<file path="config.mk">
export PLATFORM = sky130hd
export DESIGN_NAME = rf_wb_arbiter
export DESIGN_NICKNAME = d
export VERILOG_FILES = /design/src/rtl/rf_wb_arbiter.sv
export SDC_FILE = /design/constraint.sdc
export NUM_CORES = 1
export LEC_CHECK = 0
export CORE_UTILIZATION = 40
export CTS_BUF_LIST = sky130_fd_sc_hd__clkbuf_4 sky130_fd_sc_hd__clkbuf_8 sky130_fd_sc_hd__clkbuf_16
export CTS_CLUSTER_SIZE = 12
export DETAILED_ROUTE_END_ITERATION = 8
export GPL_TIMING_DRIVEN = 0
export PLACE_DENSITY = 0.9
export SYNTH_ARGS = -nofsm -noshare
export SYNTH_HDL_FRONTEND = slang
export SYNTH_SLANG_ARGS = --single-unit
</file>
<file path="constraint.sdc">
create_clock -name clk -period 2.2 [get_ports clk]
set_input_delay 0.44 -clock clk [delete_from_list [all_inputs] [get_ports clk]]
set_output_delay 0.44 -clock clk [all_outputs]
set_load 0.02 [all_outputs]
</file>
<file path="src/rtl/rf_wb_arbiter.sv">
// Arbitrates the pipeline writeback (A) and a long-latency unit (B) onto the single register-file write port.
// Define RF_WB_STARVE_GUARD_EN to add the port-B anti-starvation counter with forced grant.
module rf_wb_arbiter #(
  parameter int unsigned AW           = 5,
  parameter int unsigned DW           = 32,
  parameter int unsigned STARVE_LIMIT = 4
) (
  input  logic          clk,
  input  logic          rstn,
  input  logic          a_valid,
  output logic          a_ready,
  input  logic [AW-1:0] a_wa,
  input  logic [DW-1:0] a_wd,
  input  logic          b_valid,
  output logic          b_ready,
  input  logic [AW-1:0] b_wa,
  input  logic [DW-1:0] b_wd,
  output logic          rf_we,
  output logic [AW-1:0] rf_wa,
  output logic [DW-1:0] rf_wd,
  output logic          grant_b,
  output logic          b_starved
);

  if (STARVE_LIMIT < 1) begin : g_bad_starve_limit
    $error("rf_wb_arbiter: STARVE_LIMIT must be at least 1");
  end

  // Handshake: a request transfers in any cycle where valid && ready; ready is
  // combinational from valid/address/starve state only, never from rf_* outputs.
  logic a_live, b_live;
  logic force_b;
  logic a_win, b_win, waw;

  // Writes to x0 are accepted immediately and never occupy the port.
  assign a_live = a_valid && (a_wa != '0);
  assign b_live = b_valid && (b_wa != '0);

  assign a_win = a_live && !force_b;
  assign b_win = b_live && !a_win;
  // Same destination as the winning A write: B's older result is dropped.
  assign waw   = a_win && b_live && (b_wa == a_wa);

  assign a_ready = (a_valid && (a_wa == '0)) || a_win;
  assign b_ready = (b_valid && (b_wa == '0)) || b_win || waw;

`ifdef RF_WB_STARVE_GUARD_EN
  localparam int unsigned SCW = $clog2(STARVE_LIMIT + 1);
  localparam logic [SCW-1:0] LIMIT_C = SCW'(STARVE_LIMIT);

  logic [SCW-1:0] starve_cnt_q, starve_cnt_d;
  logic           b_starved_q;

  assign force_b = b_live && (starve_cnt_q == LIMIT_C);

  always_comb begin
    starve_cnt_d = starve_cnt_q;
    if (!b_valid || b_ready) begin
      starve_cnt_d = '0;
    end else if (b_live && (starve_cnt_q != LIMIT_C)) begin
      starve_cnt_d = starve_cnt_q + 1'b1;
    end
  end

  always_ff @(posedge clk or negedge rstn) begin
    if (!rstn) begin
      starve_cnt_q <= '0;
      b_starved_q  <= 1'b0;
    end else begin
      starve_cnt_q <= starve_cnt_d;
      b_starved_q  <= (starve_cnt_d == LIMIT_C);
    end
  end

  assign b_starved = b_starved_q;
`else
  assign force_b   = 1'b0;
  assign b_starved = 1'b0;
`endif

  logic          rf_we_q;
  logic [AW-1:0] rf_wa_q;
  logic [DW-1:0] rf_wd_q;
  logic          grant_b_q;

  // Address/data hold their last value when no write is issued.
  always_ff @(posedge clk or negedge rstn) begin
    if (!rstn) begin
      rf_we_q   <= 1'b0;
      rf_wa_q   <= '0;
      rf_wd_q   <= '0;
      grant_b_q <= 1'b0;
    end else begin
      rf_we_q   <= a_win || b_win;
      grant_b_q <= b_win;
      if (a_win) begin
        rf_wa_q <= a_wa;
        rf_wd_q <= a_wd;
      end else if (b_win) begin
        rf_wa_q <= b_wa;
        rf_wd_q <= b_wd;
      end
    end
  end

  assign rf_we   = rf_we_q;
  assign rf_wa   = rf_wa_q;
  assign rf_wd   = rf_wd_q;
  assign grant_b = grant_b_q;

endmodule

</file>
[Word-level counts from Yosys, hierarchy flattened]
Index checks and enable logic that the tools add are counted.
Word-level totals
  logic and storage cells: 26
  output and inout bits: 42
  bits of input ports: 78
  register bits after elaboration: 39
Operators by class
  mux-type cells: 4
  equality and inequality tests: 1
  reduce and logical (&&, ||, !) cells: 17
Operators by type and width (number)
  two-way mux 32 bit: 2
  logical NOT 5 bit: 2
  two-way mux 5 bit: 2
  nonzero test 5 bit: 2
  logical AND 1 bit: 7
  equality test 5 bit: 1
  logical OR 1 bit: 4
  nonzero test 2 bit: 1
  logical NOT 1 bit: 1

[Depth between registers and ports, before layout]
Gate-level depths: netlist of the first run.
  word-level depth: 6
  mapped depth: 6
  depth with buffers taken out: 4

[Worst setup path before layout of the first run]
Ideal clock, no wire load.
  kind: input port to output port
  start point: input port a_wa[2]
  end point: output port b_ready
  path buffers: 0
  arrival time: 1.490 ns
  stages on the path: 3
  setup slack: 0.270 ns
  required time: 1.760 ns
  cell sequence: or4_4 o21ai_4 o31a_1
On the way
  cells in the longest elaborated chain, start to end: 6
  elaborated cells between the ends (all ways): 9
  those cells by class: eq/ne: 1; reduce/logical: 8
Ends and longest elaborated chain
  start, declared: line 12  | input logic [AW-1:0] a_wa,
  nonzero test 5 bit: line 36  | assign a_live = a_valid && (a_wa != '0);
  logical AND 1 bit: line 36
  logical NOT 1 bit: line 40  | assign b_win = b_live && !a_win;
  logical AND 1 bit: line 40
  logical OR 1 bit: line 45  | assign b_ready = (b_valid && (b_wa == '0)) || b_win || waw;
  logical OR 1 bit *: line 45
  end, declared: line 15  | output logic b_ready,
Mark *: on every way between the ends. The rest lies on a longest branch, timed or not.

[Worst setup path in the final report of the first run]
Same ends and word-level chain as after synthesis.

==> results.sh, run 1 <==
export IMPL_initial_utilization_pct=41.5
export IMPL_antennaDiodeCount=0
export IMPL_die_w_um=71.7
export IMPL_h_tree_depth=2
export IMPL_power_leakage_uw=0.00136
export IMPL_rows=25
export IMPL_drive_above_1_share_pct=12.8
export IMPL_maxSlewHeadroom_pct=41.3
export IMPL_rsz0062_at_grt="false"
export IMPL_crit_chain="dlygate4sd2_1, or4_4, o21ai_4, o31a_1, buf_4"
export IMPL_ys_warnings_count=0
export IMPL_vias=1984
export IMPL_io_buffers=117
export IMPL_grt_max_degree=40
export IMPL_cp_max_fo=3
export IMPL_nets=420
export IMPL_ys_seq_area_share_pct=50.2
export IMPL_place_congestion=0.816
export IMPL_path_buf_inv=2
export IMPL_worstSetupEndpointType="output port"
export IMPL_final_max_slew_viol_count=0
export IMPL_ant_nets=0
export IMPL_cts_tree="built"
export IMPL_peakVddDrop_mv=0.312
export IMPL_dieArea_um2=5150
export IMPL_cp_data_required_time_ns=1.76
export IMPL_drt_iter0_drc=74
export IMPL_clockBufferDepth=2
export IMPL_fill_cells=395
export IMPL_path_class="in2out"
export IMPL_grt_remaining_overflow=0
export IMPL_antenna_found_initial=0
export IMPL_fin_crit_ns=2.15
export IMPL_fin_tns_setup_ns=0
export IMPL_drcViolationCount=0
export IMPL_multi_input_area_um2=866
export IMPL_routed_wl_mm=5.75
export IMPL_ys_seq_elements=39
export IMPL_tightest_slew_ns=0.880
export IMPL_drv_cap=0
export IMPL_setup_violations=0
export IMPL_arrival_ns=1.71
export IMPL_area_delta_synth_final_pct=68.2
export IMPL_slowest_stage="or4_4"
export IMPL_die_h_um=71.7
export IMPL_wl_per_cell_um=14.5
export IMPL_track_usage_pct=23.1
export IMPL_dr_pass1_iters=4
export IMPL_pwr_density_cell_nw_per_um2=588
export IMPL_path_clk_slew_ns=0.07
export IMPL_path_delay_family="simple AND/OR/NAND/NOR gates"
export IMPL_final_util_pct=69.8
export IMPL_clk_latency_ns=0.29
export IMPL_syn_inst=217
export IMPL_syn_num_nets=295
export IMPL_fin_skew_ns=0
export IMPL_io_pins=120
export IMPL_hold_violations=0
export IMPL_synth_distinct_cells=23
export IMPL_root_buffer="clkbuf_8"
export IMPL_max_freq_mhz=466
export IMPL_viasPerCell=5.00
export IMPL_worstHoldPathType="in2async"
export IMPL_grt_pass1_wl_mm=9.16
export IMPL_cpPeakStageDelay_ns=0.57
export IMPL_status="complete, no violations"
export IMPL_fin_crit_sh_pct=97.6
export IMPL_hpwl_mm=4.29
export IMPL_cts_buffers=5
export IMPL_seqCellArea_um2=976
export IMPL_synth_area_um2=1950
export IMPL_synth_avg_cell_area_um2=8.97
export IMPL_grt_pass1_vias=1909
export IMPL_cts_sinks=39
export IMPL_fp_coreArea_um2=4690
export IMPL_setup_worst_path_start_class="primary input"
==> where the power goes <==
| part | switching, µW | internal [µW] |
|---|---|---|
| logic | 294 | 320 |
| clock network | 242 | 247 |
| registers | 35.0 | 787 |
| total | 571 | 1350 |
==> metal layers <==
layer / track usage, % / share of wire (%) / up-vias
li1: - / - / 978
met3: 6.19 / 6.1 / 15
met1: 29.8 / 42 / 917
met5: 0 / 0 / -
met2: 37.5 / 50 / 74
met4: 8.06 / 2.5 / 0
==> cell usage in the layout, fill, tap and decap left out <==
master,instances
conb_1,1
clkdlybuf4s50_1,105
xor2_1,2
dfrtp_1,39
o21a_1,1
buf_2,4
or3_4,1
dlymetal6s2s_1,2
clkbuf_4,2
or4_4,1
a21oi_1,47
dlygate4sd2_1,8
buf_6,3
nand2_1,35
xnor2_1,3
o31ai_4,1
nand3_1,1
clkinv_2,1
o31a_1,2
nor3_1,1
buf_4,7
nor2_1,39
a221oi_1,3
a22oi_1,2
nor3_2,1
clkbuf_8,5
o21ai_1,2
clkbuf_1,6
a21oi_2,17
o21ai_4,1
==> worst register-to-register path: stages (launching register included) <==
cell      delay (ns)
dfrtp_1         0.39
a221oi_1        0.25
nor2_1          0.07
==> logic make-up after synthesis <==
logic type / Yosys count / synth area share (%)
AND/OR/NAND/NOR: 79 / 16.2
buffers and inverters: 17 / 5.59
AO/OA/AOI/OAI: 76 / 25.6
XOR/XNOR: 5 / 2.25
flip-flops: 39 / 50.2
other: 1 / 0.193
==> synthesized netlist by cell type <==
| cell type | number | area [µm²] |
|---|---|---|
| xnor2_1 | 3 | 26.3 |
| xor2_1 | 2 | 17.5 |
| or3_4 | 1 | 11.3 |
| conb_1 | 1 | 3.75 |
| or4_4 | 1 | 11.3 |
| clkbuf_1 | 6 | 22.5 |
| a22oi_1 | 2 | 15.0 |
| o21ai_4 | 1 | 16.3 |
| o31a_1 | 2 | 17.5 |
| nor2_1 | 39 | 146 |
| o21a_1 | 1 | 7.51 |
| a21oi_1 | 47 | 235 |
| nand2_1 | 35 | 131 |
| a21oi_2 | 17 | 149 |
| dfrtp_1 | 39 | 976 |
| buf_2 | 3 | 15.0 |
| o21ai_1 | 2 | 10.0 |
| a221oi_1 | 3 | 26.3 |
| nand3_1 | 1 | 5.00 |
| nor3_1 | 2 | 10.0 |
| o31ai_4 | 1 | 21.3 |
| buf_6 | 3 | 33.8 |
| buf_4 | 5 | 37.5 |
==> registers in the layout, summed over array words and instances (netlist names) <==
signal / cells
grant_b: 1
rf_wa: 5
rf_wd: 32
rf_we: 1
==> area by class of cell <==
cell class / instances / share of cell area [%]
buffer: 17 / 3.33
timing repair buffer: 118 / 35.6
clock inverter: 1 / 0.153
sequential: 39 / 29.8
tap: 54 / 2.06
multi-input combinational: 161 / 26.5
clock buffer: 7 / 2.56
==> worst paths after layout <==
| kind | startpoint | end | slack [ns] | cells after the start |
|---|---|---|---|---|
| min in group clk | rf_wd[6] | rf_wd[6] | 0.51 | 2 |
| worst max-delay path | a_wa[2] | b_ready | 0.05 | 5 |
| worst min-delay path | rstn | rf_wd[20] | 0.27 | 1 |
| worst min register to register | rf_wd[6] | rf_wd[6] | 0.51 | 2 |
| worst max register to register | rf_wa[2] | rf_wa[2] | 1.37 | 2 |
| max in group asynchronous | rstn | rf_wd[15] | 1.38 | 1 |
==> through the flow <==
step | power [µW] | instances | cell area [µm²] | hold WS, ns | setup WS [ns]
final | 1930 | 397 | 3270 | 0.272 | 0.0533
after global routing | 2030 | 397 | 3270 | 0.343 | 0.0210
after CTS | 1940 | 397 | 3260 | 0.298 | 0.0112
after detailed placement | 1460 | 388 | 3180 | 0.508 | -0.811
after global placement | 1440 | 388 | 3180 | 0.504 | -0.826
after floorplan | 1100 | 217 | 1950 | 0.144 | 0.270
==> what timing repair did <==
action / in CTS / in global routing
pin swaps: 2 / 2
setup endpoints to repair: 1 / 2
gates resized for setup: 13 / 3
buffers inserted: 1 / 0
hold buffers: 0 / 0
No activity file was read; power rests on OpenSTA's default activity.
==> run 2: changes to the inputs <==
--- a/config.mk
+++ b/config.mk
@@ -10,6 +10,7 @@
 export CTS_CLUSTER_SIZE = 12
 export DETAILED_ROUTE_END_ITERATION = 8
 export GPL_TIMING_DRIVEN = 0
+export HOLD_SLACK_MARGIN = 0.06
 export PLACE_DENSITY = 0.9
 export SYNTH_ARGS = -nofsm -noshare
 export SYNTH_HDL_FRONTEND = slang
==> results of run 2 <==
Final layout, timing and power as in run 1 (identical DEF).
